### config.mk
export PLATFORM = sky130hd
export DESIGN_NAME = dmem_access_unit
export DESIGN_NICKNAME = d
export VERILOG_FILES = /design/src/rtl/dmem_pkg.sv /design/src/rtl/dmem_lane_align.sv /design/src/rtl/dmem_access_unit.sv
export SDC_FILE = /design/constraint.sdc
export NUM_CORES = 1
export LEC_CHECK = 0
export ABC_AREA = 1
export BUFFER_PORTS_ARGS = -buffer_cell sky130_fd_sc_hd__buf_4
export CAP_MARGIN = 15
export CORE_MARGIN = 10
export CORE_UTILIZATION = 41
export CTS_CLUSTER_DIAMETER = 150
export DETAILED_ROUTE_END_ITERATION = 16
export GPL_TIMING_DRIVEN = 0
export PLACE_DENSITY = 0.71
export SLEW_MARGIN = 20
export SYNTH_ARGS = -nofsm -noshare
export SYNTH_HDL_FRONTEND = slang
export SYNTH_SLANG_ARGS = --single-unit
### constraint.sdc
create_clock -name clk -period 1.5 [get_ports clk]
set_input_delay 0.15 -clock clk [delete_from_list [all_inputs] [get_ports clk]]
set_output_delay 0.15 -clock clk [all_outputs]
set_load 0.005 [all_outputs]
### src/rtl/dmem_pkg.sv
// dmem_pkg: funct3 codes, FSM states and counter sizing shared by dmem_access_unit
package dmem_pkg;
  localparam logic [2:0] F3_B  = 3'd0;
  localparam logic [2:0] F3_H  = 3'd1;
  localparam logic [2:0] F3_W  = 3'd2;
  localparam logic [2:0] F3_BU = 3'd4;
  localparam logic [2:0] F3_HU = 3'd5;
  typedef enum logic [1:0] {IDLE, BUSY, RESP} state_t;
  function automatic int cnt_w(input int n);
    return $clog2(n + 1);
  endfunction
endpackage

### src/rtl/dmem_lane_align.sv
// dmem_lane_align: byte enables, store replication and load extension from funct3 and byte offset
import dmem_pkg::*;
module dmem_lane_align (
  input  logic [2:0]  funct3,
  input  logic [1:0]  off,
  input  logic [31:0] wdata,
  input  logic [31:0] rdata,
  output logic [3:0]  be,
  output logic [31:0] wdata_rep,
  output logic [31:0] rdata_ext
);
  logic [7:0]  b;
  logic [15:0] h;
  assign b = rdata[{off, 3'b000} +: 8];
  assign h = off[1] ? rdata[31:16] : rdata[15:0];
  // funct3[1:0] is the access size; misaligned low bits fall away in the shifts
  assign be = funct3[1:0] == 2'd0 ? 4'b0001 << off :
              funct3[1:0] == 2'd1 ? 4'b0011 << {off[1], 1'b0} : 4'b1111;
  assign wdata_rep = funct3[1:0] == 2'd0 ? {4{wdata[7:0]}} :
                     funct3[1:0] == 2'd1 ? {2{wdata[15:0]}} : wdata;
  assign rdata_ext = funct3 == F3_B  ? {{24{b[7]}}, b} :
                     funct3 == F3_BU ? {24'b0, b} :
                     funct3 == F3_H  ? {{16{h[15]}}, h} :
                     funct3 == F3_HU ? {16'b0, h} : rdata;
endmodule

### src/rtl/dmem_access_unit.sv
// dmem_access_unit: load/store request to data-memory req/ack handshake with aligned, extended response.
// Define DMEM_MISALIGN_TRAP_EN to fault misaligned accesses instead of truncating them.
import dmem_pkg::*;
module dmem_access_unit #(
  parameter int TIMEOUT_CYCLES = 255,
  parameter int ADDR_W = 32
) (
  input  logic              clk,
  input  logic              rst,
  input  logic              req_valid,
  output logic              req_ready,
  input  logic              req_we,
  input  logic [2:0]        req_funct3,
  input  logic [ADDR_W-1:0] req_addr,
  input  logic [31:0]       req_wdata,
  output logic              resp_valid,
  output logic              resp_err,
  output logic [31:0]       resp_rdata,
  output logic              stall,
  output logic              mem_req,
  output logic              mem_we,
  output logic [ADDR_W-1:0] mem_addr,
  output logic [3:0]        mem_be,
  output logic [31:0]       mem_wdata,
  input  logic              mem_ack,
  input  logic [31:0]       mem_rdata
);
  localparam int CW = cnt_w(TIMEOUT_CYCLES);
  state_t          state, state_n;
  logic [CW-1:0]   cnt;
  logic [2:0]      f3_q;
  logic [1:0]      off_q;
  logic            err_q;
  logic [31:0]     rdata_q;
  logic            accept, bad_f3, fault, timeout;
  logic [3:0]      be;
  logic [31:0]     wrep, rext;
  assign accept  = req_valid && req_ready;
  assign bad_f3  = req_we ? req_funct3 > F3_W : req_funct3 inside {3'd3, 3'd6, 3'd7};
`ifdef DMEM_MISALIGN_TRAP_EN
  logic misal;
  assign misal = (req_funct3[1:0] == 2'd1 && req_addr[0]) || (req_funct3[1:0] == 2'd2 && req_addr[1:0] != 2'd0);
  assign fault = bad_f3 || misal;
`else
  assign fault = bad_f3;
`endif
  assign timeout    = state == BUSY && !mem_ack && cnt == CW'(TIMEOUT_CYCLES - 1);
  assign req_ready  = state == IDLE && !rst;
  assign stall      = state != IDLE || accept;
  assign mem_req    = state == BUSY;
  assign resp_valid = state == RESP;
  assign resp_err   = resp_valid && err_q;
  assign resp_rdata = resp_valid ? rdata_q : 32'b0;
  // Request fields feed the aligner at acceptance; latched ones drive it while waiting for ack
  dmem_lane_align u_align (
    .funct3    (state == IDLE ? req_funct3 : f3_q),
    .off       (state == IDLE ? req_addr[1:0] : off_q),
    .wdata     (req_wdata),
    .rdata     (mem_rdata),
    .be        (be),
    .wdata_rep (wrep),
    .rdata_ext (rext)
  );
  always_comb begin
    state_n = state;
    if (state == IDLE && accept) state_n = fault ? RESP : BUSY;
    else if (state == BUSY && (mem_ack || timeout)) state_n = RESP;
    else if (state == RESP) state_n = IDLE;
  end
  always_ff @(posedge clk) begin
    if (rst) begin
      state     <= IDLE;
      cnt       <= '0;
      f3_q      <= '0;
      off_q     <= '0;
      err_q     <= 1'b0;
      rdata_q   <= '0;
      mem_we    <= 1'b0;
      mem_addr  <= '0;
      mem_be    <= '0;
      mem_wdata <= '0;
    end else begin
      state <= state_n;
      if (accept) begin
        f3_q      <= req_funct3;
        off_q     <= req_addr[1:0];
        err_q     <= fault;
        rdata_q   <= '0;
        cnt       <= '0;
        mem_we    <= req_we;
        mem_addr  <= {req_addr[ADDR_W-1:2], 2'b00};
        mem_be    <= be;
        mem_wdata <= wrep;
      end
      if (state == BUSY) begin
        cnt <= (mem_ack || timeout) ? '0 : cnt + 1'b1;
        if (mem_ack) rdata_q <= mem_we ? 32'b0 : rext;
        else if (timeout) err_q <= 1'b1;
      end
    end
  end
endmodule
# After elaboration in Yosys (flattened, before gate mapping)
# Index checks and enable logic that the tools add are counted.
# W data, S select, Z words.
op_classes:
  multipliers: 0
  add_sub_neg: 1
  magnitude_cmp: 1
  shift: 3
  reduce_logical: 18
  n_mux: 28
  eq_ne: 10
  bitwise: 0
  n_div: 0
ops:
  columns: ["op", "count"]
  rows:
  - ["$mux W32", 11]
  - ["$shiftx A32 B6 Y8", 1]
  - ["$mux W8", 3]
  - ["$mux W16", 1]
  - ["$eq A3 B3 Y1 const B", 4]
  - ["$mux W2", 5]
  - ["$add A8 B1 Y8 const B", 1]
  - ["$eq A8 B8 Y1 const B", 1]
  - ["$mux W4", 2]
  - ["$logic_and A1 B1 Y1", 7]
  - ["$reduce_bool A3 Y1", 2]
  - ["$mux W1", 5]
  - ["$eq A2 B1 Y1 const B", 2]
  - ["$logic_not A2 Y1", 2]
  - ["$reduce_bool A2 Y1", 2]
  - ["$shl A1 B2 Y4 const A", 1]
  - ["$shl A2 B2 Y4 const A", 1]
  - ["$eq A3 B1 Y1 const B", 1]
  - ["$eq A3 B2 Y1 const B", 1]
  - ["$gt A3 B2 Y1 const B", 1]
  - ["$logic_not A3 Y1", 1]
  - ["$mux W3", 1]
  - ["$eq A2 B2 Y1 const B", 1]
  - ["$logic_not A1 Y1", 2]
  - ["$logic_or A1 B1 Y1", 2]
word_totals:
  romBits: 0
  memories: 0
  mem_bits_rw: 0
  out_inout_bits: 106
  register_bits: 115
  elab_cells: 71
  latchBits: 0

# Longest topological paths before layout
# Gate-level depths: netlist of the first run.
logic_depth:
  depth_word: 10
  ltp_mapped: 13
  ltp_nobuf: 12

# By module
# A second synthesis of the first run with hierarchy kept.
unflattened:
  hier_cells: 948
  hier_area_um2: 6014.5
modules_own_cells:
  columns: ["module", "n_inst", "area_per_inst_um2", "cells_each"]
  rows:
  - ["dmem_access_unit", 1, 4591.9, 641]
  - ["dmem_lane_align", 1, 1422.6, 307]

# Least setup slack after synthesis of the first run
# No wires, ideal clock.
synth_timing:
  path_type: "register to register"
  from: "register state[1]"
  to: "register rdata_q[1]"
  setup_time_ns: 0.132
  arrival_time_ns: 1.424
  synth_period_minus_slack_ns: 1.556
  stages_incl_launch_ff: 12
  path_slack_ns: -0.056
  cell_sequence: "dfxtp_1 nor2_2 buf_6 nand2_4 nand2_4 buf_6 nand3_4 buf_4 nand2_1 nand3_1 nand3_1 a21oi_1"
synth_between:
  elab_chain_len: 10
synth_rtl:
  columns: ["item", "line", "rtl"]
  rows:
  - ["start, declared", "dmem_access_unit.sv:29", "state_t state, state_n;"]
  - ["start signal, assigned", "dmem_access_unit.sv:83", "state <= state_n;"]
  - ["parallel branches: the longest is 9 deep, another holds $shiftx A32 B6 Y8", null, null]
  - ["$mux W32 (*)", "dmem_access_unit.sv:95", "if (state == BUSY) begin"]
  - ["end signal, assigned", "dmem_access_unit.sv:97", "if (mem_ack) rdata_q <= mem_we ? 32'b0 : rext;"]
  - ["end, declared", "dmem_access_unit.sv:34", "logic [31:0] rdata_q;"]
# Mark *: on every way between the ends.
# A chain may end at the register's enable or synchronous reset.

# Final worst setup path of the first run
layout_timing:
  from: "register state[1]"
  to: "register rdata_q[31]"
layout_between:
  elab_chain_len: 10
layout_rtl:
  columns: ["item", "line"]
  rows:
  - ["parallel branches: the longest is 9 deep, another holds $shiftx A32 B6 Y8", null]
  - ["$mux W32 (*)", "dmem_access_unit.sv:95"]
# Marked as above.

==> flow_summary.json, run 1 <==
{
  "crit_path_start_kind": "flop",
  "wire_per_inst_um": 18.01,
  "maxSlewHeadroom_pct": 54.77,
  "cts_made_buffers": 17,
  "cts-htree-levels": 4,
  "hold_viol_final": 0,
  "max_stage_delay_ns": 0.38,
  "syn_area_sq_um": 6062,
  "overflow": 0,
  "tightest_slew_ns": 0.6785,
  "start_util_pct": 41.71,
  "seq_power_share_pct": 31.8,
  "cts_tree": "built",
  "fin_ws_ns": -0.2939,
  "drive_gt1_share_pct": 38.36,
  "swShare_pct": 32.18,
  "grt_pass1_vias": 7357,
  "worstHoldPathType": "in -> reg",
  "cap_violations": 0,
  "p_clk_share_pct": 38.3,
  "status": "finished with violations",
  "intPower_mw": 7.339,
  "critical_path.max_fanout": 7,
  "clkSlewWorstSetupHoldPaths_ns": 0.06,
  "rsz0062_at_grt": "yes",
  "area_delta_synth_final_pct": 73.13,
  "io_pins": 210,
  "cpMaxStageDelayCell": "dfxtp_4",
  "drcViolationCount": 0,
  "synth_edf_count": 0,
  "grt_pass1_wl_um": 38480,
  "irDropWorstVdd_mv": 0.7044,
  "powerDensity_nw_per_um2": 1031,
  "synthCells": 952,
  "cp_data_arrival_time_ns": 2.08,
  "grt_use_total_pct": 23.81,
  "core_area_sq_um": 14530,
  "ff2ff_setup_slack_ns": -0.29,
  "fin_crit_sh_pct": 119.6,
  "placement_rows": 44,
  "clockBufferDepth": 2,
  "path_buf_inv": 3,
  "dpl-instance-area_sq_um": 7875,
  "combPwrFrac_pct": 29.9,
  "whs_ns": 0.01623,
  "dieArea_sq_um": 20050,
  "grt_max_degree": 17,
  "dp_hpwl_um": 17030,
  "grt_antenna_before_repair": 3,
  "routed_wirelength_um": 26640,
  "final_common_cell": "buf_4",
  "die_height_um": 141.6,
  "vias": 7683,
  "fin_tns_setup_ns": -15.53,
  "finClkSkew_ns": 0.01025,
  "yosys_warnings": 0,
  "yosys_most_used_dff": "dfxtp_1",
  "cts_root_buffer": "clkbuf_16",
  "synth_cell_types": 36,
  "yosys_register_bits": 115,
  "seq_area_frac_synth_pct": 37.98,
  "p_sw_mw": 3.483,
  "async_flop_share_pct": 0,
  "first_pass_iters": 5,
  "fill_cells": 1073,
  "register_area_sq_um": 2311,
  "ant_nets": 0,
  "crit_chain": "inv_6, nand2_8, buf_6, nand2_4, nand3_2, nand2_1, nand2_1, nand2_2, nand2_4, nand2_8, clkbuf_16, nor2_2, nor2_1, nor2_1",
  "crit_family": "simple AND/OR/NAND/NOR gates",
  "layout_common_cells": "243 x buf_4, 236 x nand2_1, 112 x dfxtp_1",
  "drt-initial-drc-count": 701,
  "p_leak_nw": 5.071,
  "fmax_ghz": 0.5574,
  "cts_sinks": 115,
  "multiInputGateArea_sq_um": 3712,
  "die-width_um": 141.6,
  "failed_checks": "negative setup slack",
  "port_buffers": 207,
  "final_nets": 1386,
  "finalWorstPathRequiredPeriod_ns": 1.794,
  "syn_area_per_cell_sq_um": 6.368,
  "place.gp.congestion": 0.9282,
  "final_util_pct": 72.21,
  "viasPerCell": 5.195,
  "critPathCaptureType": "flop",
  "crit_type": "reg -> reg",
  "finalMaxSlewViolations": 0,
  "finalSetupViolCount": 92,
  "finish.instance_area_sq_um": 10500,
  "required_ns": 1.79,
  "worstSkewPairLatency_ns": 0.42
}
==> routing by layer <==
layer / wire length (um) / track usage (%) / share of wire, % / vias to the layer above
met2: 12460 / 38.80 / 47 / 417
met1: 10240 / 27.21 / 38 / 3523
li1: - / - / - / 3655
met4: 1130 / 10.87 / 4.2 / 2
met5: 18 / 0 / 0.068 / -
met3: 2789 / 8.678 / 10 / 86
==> power groups by stage <==
stage | combinational [mW] | clock (mW) | sequential (mW)
after floorplan | 1.20 | 0 | 3.49
after global placement | 2.16 | 0 | 3.48
after detailed placement | 2.16 | 0 | 3.49
after CTS | 2.73 | 4.16 | 3.43
after global routing | 3.47 | 4.30 | 3.46
final | 3.23 | 4.15 | 3.44
==> area by class of cell <==
cell class | count | area share (%)
antenna | 2 | 0.04769
buffer | 56 | 5.031
clock buffer | 19 | 4.316
clock inverter | 13 | 1.419
inverter | 114 | 4.447
multi-input combinational | 669 | 35.37
sequential | 115 | 22.02
tap | 184 | 2.194
timing repair buffer | 307 | 25.15
==> cell usage after synthesis, types with 3 or more instances <==
| master | instances | area [sq um] |
|---|---|---|
| nand2_2 | 5 | 31.28 |
| inv_2 | 3 | 11.26 |
| a21oi_1 | 41 | 205.2 |
| nand3_1 | 102 | 510.5 |
| buf_2 | 19 | 95.09 |
| nand2_4 | 8 | 90.09 |
| o21ai_1 | 6 | 30.03 |
| inv_1 | 110 | 412.9 |
| buf_6 | 5 | 56.30 |
| dfxtp_1 | 115 | 2302 |
| nand2_1 | 277 | 1040 |
| buf_4 | 4 | 30.03 |
| buf_1 | 5 | 18.77 |
| nor2_2 | 4 | 25.02 |
| a211oi_1 | 8 | 60.06 |
| clkbuf_1 | 22 | 82.58 |
| nor2_1 | 115 | 431.7 |
| nor3_1 | 18 | 90.09 |
| o21ai_0 | 55 | 275.3 |
| a31oi_1 | 10 | 62.56 |
==> cell families (layout without fill, tap and decap cells) <==
family	Yosys count	count (layout)	synth area share (%)
XOR/XNOR	1	1	0.1445
other	1	4	0.06186
adder cells (fa/ha/maj)	2	2	0.4127
AO/OA/AOI/OAI	124	124	11.17
flip-flops	115	115	37.98
buffers and inverters	170	509	11.81
AND/OR/NAND/NOR	539	540	38.43
==> repair_timing <==
item,in CTS,in global routing
setup buffers,27,14
hold buffers,50,0
endpoints found under the setup margin,142,148
resized for setup,133,187
endpoints found under the hold margin,50,0
cloned,6,4
pin swaps,23,51
==> path summary, 6_finish.rpt <==
| path | startpoint | cells after the start | end |
|---|---|---|---|
| max | state[1] | 14 | rdata_q[31] |
| min reg2reg | mem_addr[3] | 2 | mem_addr[3] |
| min | req_wdata[18] | 3 | mem_wdata[18] |
| max reg2reg | state[1] | 14 | rdata_q[31] |
==> tightest hold or removal path, cell delays in order <==
cell	delay [ns]
buf_4	0.11
nand2_1	0.06
a31oi_1	0.08
==> state kept, by name (all words and copies together) (netlist names) <==
signal	flops
off_q	2
f3_q	3
rdata_q	32
err_q	1
cnt	8
mem_addr	30
mem_wdata	32
mem_we	1
mem_be	4
state	2
==> metrics by stage <==
stage	power, mW	setup WS (ns)	cells
2_1_floorplan	4.690	-0.03075	953
3_3_place_gp	5.639	-0.4928	1344
3_5_place_dp	5.650	-0.4603	1344
4_1_cts	10.31	-0.2242	1459
5_1_grt	11.23	-0.4017	1479
6_report	10.82	-0.2939	1479
No activity file was read; power rests on OpenSTA's default activity.
==> inputs of run 2 (changes only) <==
SETUP_SLACK_MARGIN = 0.05   (was default)
==> run 2 against run 1 <==
  * The run still ends with negative setup slack left
  * Sequential share of layout area is 1.3 points lower
  * Register-to-register slack hardly changed
  * Fmax is 0.19% higher
  * Utilization is 4.4 points higher
  * Setup slack better by 0.0034 ns
  * Cell count is 1.6% higher
  * First-iteration DRC count is 8.1% higher
  * Final area is 6.1% higher
  * Global-route usage is 1.2 points higher
  * Critical path depth is 1 lower
  * Power is 7.7% higher
  * Critical endpoint is now rdata_q[23]
==> flow_summary.json, run 2 (synthesized netlist as in run 1, its figures left out) <==
{
  "status": "finished with violations",
  "failed_checks": "negative setup slack",
  "viasPerCell": 5.502,
  "core_area_sq_um": 14530,
  "critical_path.max_fanout": 8,
  "rsz0062_at_grt": "yes",
  "grt_pass1_wl_um": 40190,
  "ff2ff_path_depth": 13,
  "cts-htree-levels": 4,
  "finalWorstPathRequiredPeriod_ns": 1.790,
  "cts_tree": "built",
  "vias": 8264,
  "grt_use_total_pct": 24.99,
  "cts_root_buffer": "clkbuf_16",
  "fmax_ghz": 0.5585,
  "finalMaxSlewViolations": 0,
  "final_util_pct": 76.64,
  "irDropWorstVdd_mv": 0.9650,
  "clockBufferDepth": 2,
  "overflow": 0,
  "dp.cells": 1344,
  "setup.worst_path.start": "state[1]",
  "required_ns": 1.86,
  "first_pass_iters": 6,
  "placement_rows": 44,
  "worstSkewPairLatency_ns": 0.43,
  "m1WireLength_um": 10760,
  "area_delta_synth_final_pct": 83.76,
  "drcViolationCount": 0,
  "dieArea_sq_um": 20050,
  "final_common_cell": "buf_4",
  "io_pins": 210,
  "hold_viol_final": 0,
  "met2_length_um": 14280,
  "top_regs": "mem_wdata x32, rdata_q x32, mem_addr x30",
  "final_nets": 1411,
  "crit_type": "reg -> reg",
  "r2r-start": "state[1]",
  "die-width_um": 141.6,
  "place.gp.congestion": 0.9451,
  "drive_gt1_share_pct": 42.64,
  "grt_pass1_vias": 7762,
  "fin_crit_sh_pct": 119.4,
  "ant_nets": 0,
  "fin_tns_setup_ns": -18.76,
  "cts_made_buffers": 17,
  "cap_violations": 0,
  "layout_common_cells": "250 x buf_4, 219 x nand2_1, 112 x dfxtp_1",
  "maxSlewHeadroom_pct": 52.39,
  "finalSetupViolCount": 133,
  "antenna_cells": 0,
  "grt_max_degree": 17,
  "routed_wirelength_um": 30030,
  "tightest_slew_ns": 0.7142,
  "worstSetupEndpoint": "rdata_q[23]",
  "worstHoldPathType": "in -> reg",
  "r2r_end": "rdata_q[23]",
  "cp_data_arrival_time_ns": 2.15,
  "p_leak_nw": 5.363,
  "clkSlewWorstSetupHoldPaths_ns": 0.06,
  "grt_antenna_before_repair": 0,
  "dp_hpwl_um": 17140,
  "top_layer_used": "met4",
  "fin_ws_ns": -0.2905,
  "wire_per_inst_um": 19.99,
  "critPathCaptureType": "flop",
  "drt-initial-drc-count": 758,
  "port_buffers": 207,
  "powerDensity_nw_per_um2": 1047,
  "crit_path_start_kind": "flop",
  "layout.cells.non_filler": 1502,
  "start_util_pct": 41.71,
  "ff2ff_setup_slack_ns": -0.29,
  "finClkSkew_ns": 0.01257,
  "die_height_um": 141.6,
  "wl_met3_um": 3307,
  "cts_sinks": 115
}
run 2: routing by layer:
metal,track usage (%),vias to the layer above
met5,0,-
met1,28.25,3825
met2,40.92,581
li1,-,3709
met3,9.079,149
met4,11.89,0
run 2: area by class of cell:
type                       count  area (sq um)
multi-input combinational    668          3924
fill                         960          3395
timing repair buffer         335          3027
sequential                   115          2311
buffer                        54         528.0
inverter                     114         461.7
clock buffer                  19         452.9
tap                          184         230.2
clock inverter                13         205.2
run 2: repair_timing:
item	CTS	global route
setup endpoints to repair	148	150
pin swaps	35	65
buffers inserted	39	20
gates cloned	10	8
endpoints found under the hold margin	53	0
hold buffers	53	0
resized for setup	175	199
run 2: worst min path at each step:
| stage | end | from | depth (start not counted) |
|---|---|---|---|
| floorplan | f3_q[0] | req_funct3[0] | 2 |
| global placement | mem_addr[15] | req_addr[15] | 3 |
| detailed placement | mem_addr[17] | req_addr[17] | 3 |
| CTS | mem_wdata[30] | req_wdata[30] | 3 |
| global route | mem_wdata[30] | req_wdata[30] | 3 |
| finish | mem_wdata[30] | req_wdata[30] | 3 |
run 2: power by group:
| part | switching, mW | total (mW) | internal (mW) |
|---|---|---|---|
| Sequential | 0.174 | 3.47 | 3.30 |
| Combinational | 1.89 | 3.56 | 1.67 |
| Clock | 1.60 | 4.63 | 3.03 |
run 2: worst max-delay path, cell delays in order (launching register included):
cell and delay, ns:
dfxtp_4 0.37, nor2_4 0.17, buf_6 0.18, nand2_4 0.07, nand3_1 0.09, nand2_1 0.07
nand2_1 0.11, nand2_2 0.09, nand2_4 0.11, nand2_8 0.08, buf_6 0.14, nor2_1 0.13
nor2_1 0.06, nor2_1 0.07
run 2: through the flow:
stage	cell area [sq um]	hold slack (ns)	setup slack [ns]	power [mW]
global route	11140	0.01467	-0.3916	12.03
CTS	10140	0.009405	-0.2100	10.92
detailed placement	7900	0.3471	-0.3230	5.671
finish	11140	0.01086	-0.2905	11.66
global placement	7900	0.3436	-0.3174	5.652
floorplan	6116	0.2605	-0.03075	4.707
==> inputs of run 3 (changes only) <==
SETUP_SLACK_MARGIN = 0.02   (was 0.05)
==> run 3 against run 2 <==
  * The flow still finishes with violations (negative setup slack)
  * Highest routed layer unchanged
  * Setup slack better by 0.055 ns
  * Clock-buffer cell count is 4 higher
  * Largest cell class unchanged
  * Critical path depth is 2 lower
==> flow_summary.json, run 3 (synthesized netlist as in run 1, its figures left out) <==
{
  "cp_data_arrival_time_ns": 2.07,
  "fmax_ghz": 0.5762,
  "final_common_cell": "nand2_1",
  "cts_root_buffer": "clkbuf_16",
  "whs_path_depth": 3,
  "grt_pass1_vias": 7444,
  "maxSlewHeadroom_pct": 56.27,
  "crit_path_start_kind": "flop",
  "drcViolationCount": 0,
  "first_pass_iters": 6,
  "worstHoldPathType": "in -> reg",
  "intPower_mw": 7.171,
  "rsz0062_at_grt": "yes",
  "critical_path.max_fanout": 10,
  "final_nets": 1382,
  "placement_rows": 44,
  "irDropWorstVdd_mv": 0.6607,
  "clockBufferDepth": 2,
  "min_from": "req_wdata[31]",
  "clkSlewWorstSetupHoldPaths_ns": 0.05,
  "failed_checks": "negative setup slack",
  "p_sw_mw": 3.189,
  "routed_wirelength_um": 25830,
  "critPathCaptureType": "flop",
  "fill_cells": 1168,
  "tightest_slew_ns": 0.6560,
  "dieArea_sq_um": 20050,
  "worstSkewPairLatency_ns": 0.42,
  "finalMaxSlewViolations": 0,
  "register_area_sq_um": 2311,
  "cap_violations": 0,
  "powerDensity_nw_per_um2": 1015,
  "whs_ns": 0.001935,
  "cpMaxStageDelayCell": "dfxtp_4",
  "drive_gt1_share_pct": 36.42,
  "grt_max_degree": 17,
  "required_ns": 1.84,
  "p_leak_nw": 5.009,
  "cts_tree": "built",
  "hold_path_end": "mem_wdata[31]",
  "cts_made_buffers": 17,
  "grt_use_total_pct": 23.92,
  "die-width_um": 141.6,
  "finalPower_mw": 10.36,
  "dpl-instance-area_sq_um": 7885,
  "place.gp.congestion": 0.9629,
  "viasPerCell": 5.148,
  "final_util_pct": 70.26,
  "critPathMostFrequentCell": "nand2_8",
  "finish.instance_area_sq_um": 10210,
  "core_area_sq_um": 14530,
  "fin_crit_sh_pct": 115.7,
  "layout_common_cells": "243 x nand2_1, 238 x buf_4, 112 x dfxtp_1",
  "finalSetupViolCount": 91,
  "r2r_end": "rdata_q[13]",
  "max_stage_delay_ns": 0.36,
  "top_regs": "mem_wdata x32, rdata_q x32, mem_addr x30",
  "status": "finished with violations",
  "combPwrFrac_pct": 29.6,
  "crit_chain": "nor2_4, buf_6, nand2_8, nand2_8, nand2_8, nor2_4, buf_6, nand2_1, nand3_2, nand3_1, a21oi_1",
  "swShare_pct": 30.79,
  "drt-initial-drc-count": 673,
  "hold_viol_final": 0,
  "io_pins": 210,
  "vias": 7572,
  "seq_power_share_pct": 33.3,
  "p_clk_share_pct": 37.2,
  "grt_antenna_before_repair": 2,
  "grt_pass1_wl_um": 38450,
  "start_util_pct": 41.71,
  "cts_sinks": 115,
  "area_delta_synth_final_pct": 68.44,
  "ant_nets": 0,
  "r2r-start": "state[1]",
  "port_buffers": 207,
  "finalWorstPathRequiredPeriod_ns": 1.735,
  "die_height_um": 141.6,
  "overflow": 0,
  "ff2ff_setup_slack_ns": -0.24,
  "crit_type": "reg -> reg",
  "cts-htree-levels": 4,
  "fin_ws_ns": -0.2354,
  "ff2ff_path_depth": 11,
  "wire_per_inst_um": 17.56,
  "finClkSkew_ns": 0.01018,
  "multiInputGateArea_sq_um": 3556,
  "dp_hpwl_um": 17260
}
[run 3: layout make-up]
type	count	area share, %
sequential	115	22.63
tap	184	2.255
timing repair buffer	306	25.63
inverter	114	4.436
clock inverter	5	0.5146
multi-input combinational	668	34.82
antenna	2	0.04901
clock buffer	23	4.877
buffer	54	4.779
[run 3: what timing repair did]
| item | 4_1_cts | 5_1_grt |
|---|---|---|
| setup buffers | 29 | 13 |
| setup endpoints to repair | 147 | 148 |
| resized for setup | 157 | 111 |
| pin swaps | 23 | 32 |
| hold endpoints to repair | 48 | 0 |
| cloned | 7 | 5 |
| hold buffers | 48 | 0 |
[run 3: routing by layer]
| layer | up-vias | routed length (um) | global-route usage, % |
|---|---|---|---|
| met5 | - | 0 | 0 |
| met4 | 0 | 952 | 8.930 |
| met3 | 68 | 2973 | 9.746 |
| met2 | 391 | 11990 | 39.19 |
| met1 | 3467 | 9919 | 27.29 |
| li1 | 3646 | - | - |
[run 3: critical path: cells and delay by family (launching register included)]
| family | cells | cell delay (ns) |
|---|---|---|
| AND/OR/NAND/NOR | 8 | 0.79 |
| flip-flops | 1 | 0.36 |
| buffers and inverters | 2 | 0.32 |
| AO/OA/AOI/OAI | 1 | 0.16 |
[run 3: worst max-delay path by stage]
stage / endpoint / slack, ns / from
final: rdata_q[13] / -0.24 / state[1]
after detailed placement: mem_wdata[13] / -0.46 / state[0]
after floorplan: rdata_q[22] / -0.03 / state[1]
after CTS: resp_rdata[11] / -0.21 / state[1]
after global placement: mem_wdata[12] / -0.46 / state[0]
after global routing: rdata_q[29] / -0.35 / state[1]
[run 3: per-stage QoR]
step	setup TNS, ns	setup slack [ns]	instances
after floorplan	-0.3891	-0.03075	953
after global placement	-31.64	-0.4576	1344
after detailed placement	-33.30	-0.4615	1344
after CTS	-11.97	-0.2134	1455
after global routing	-22.24	-0.3523	1471
final	-13.33	-0.2354	1471
[run 3: power groups by stage]
stage / clock network (mW) / logic (mW) / registers, mW
6_report: 3.85 / 3.07 / 3.45
5_1_grt: 4.00 / 3.31 / 3.47
4_1_cts: 3.85 / 2.76 / 3.43
3_5_place_dp: 0 / 2.18 / 3.48
3_3_place_gp: 0 / 2.17 / 3.48
2_1_floorplan: 0 / 1.21 / 3.49
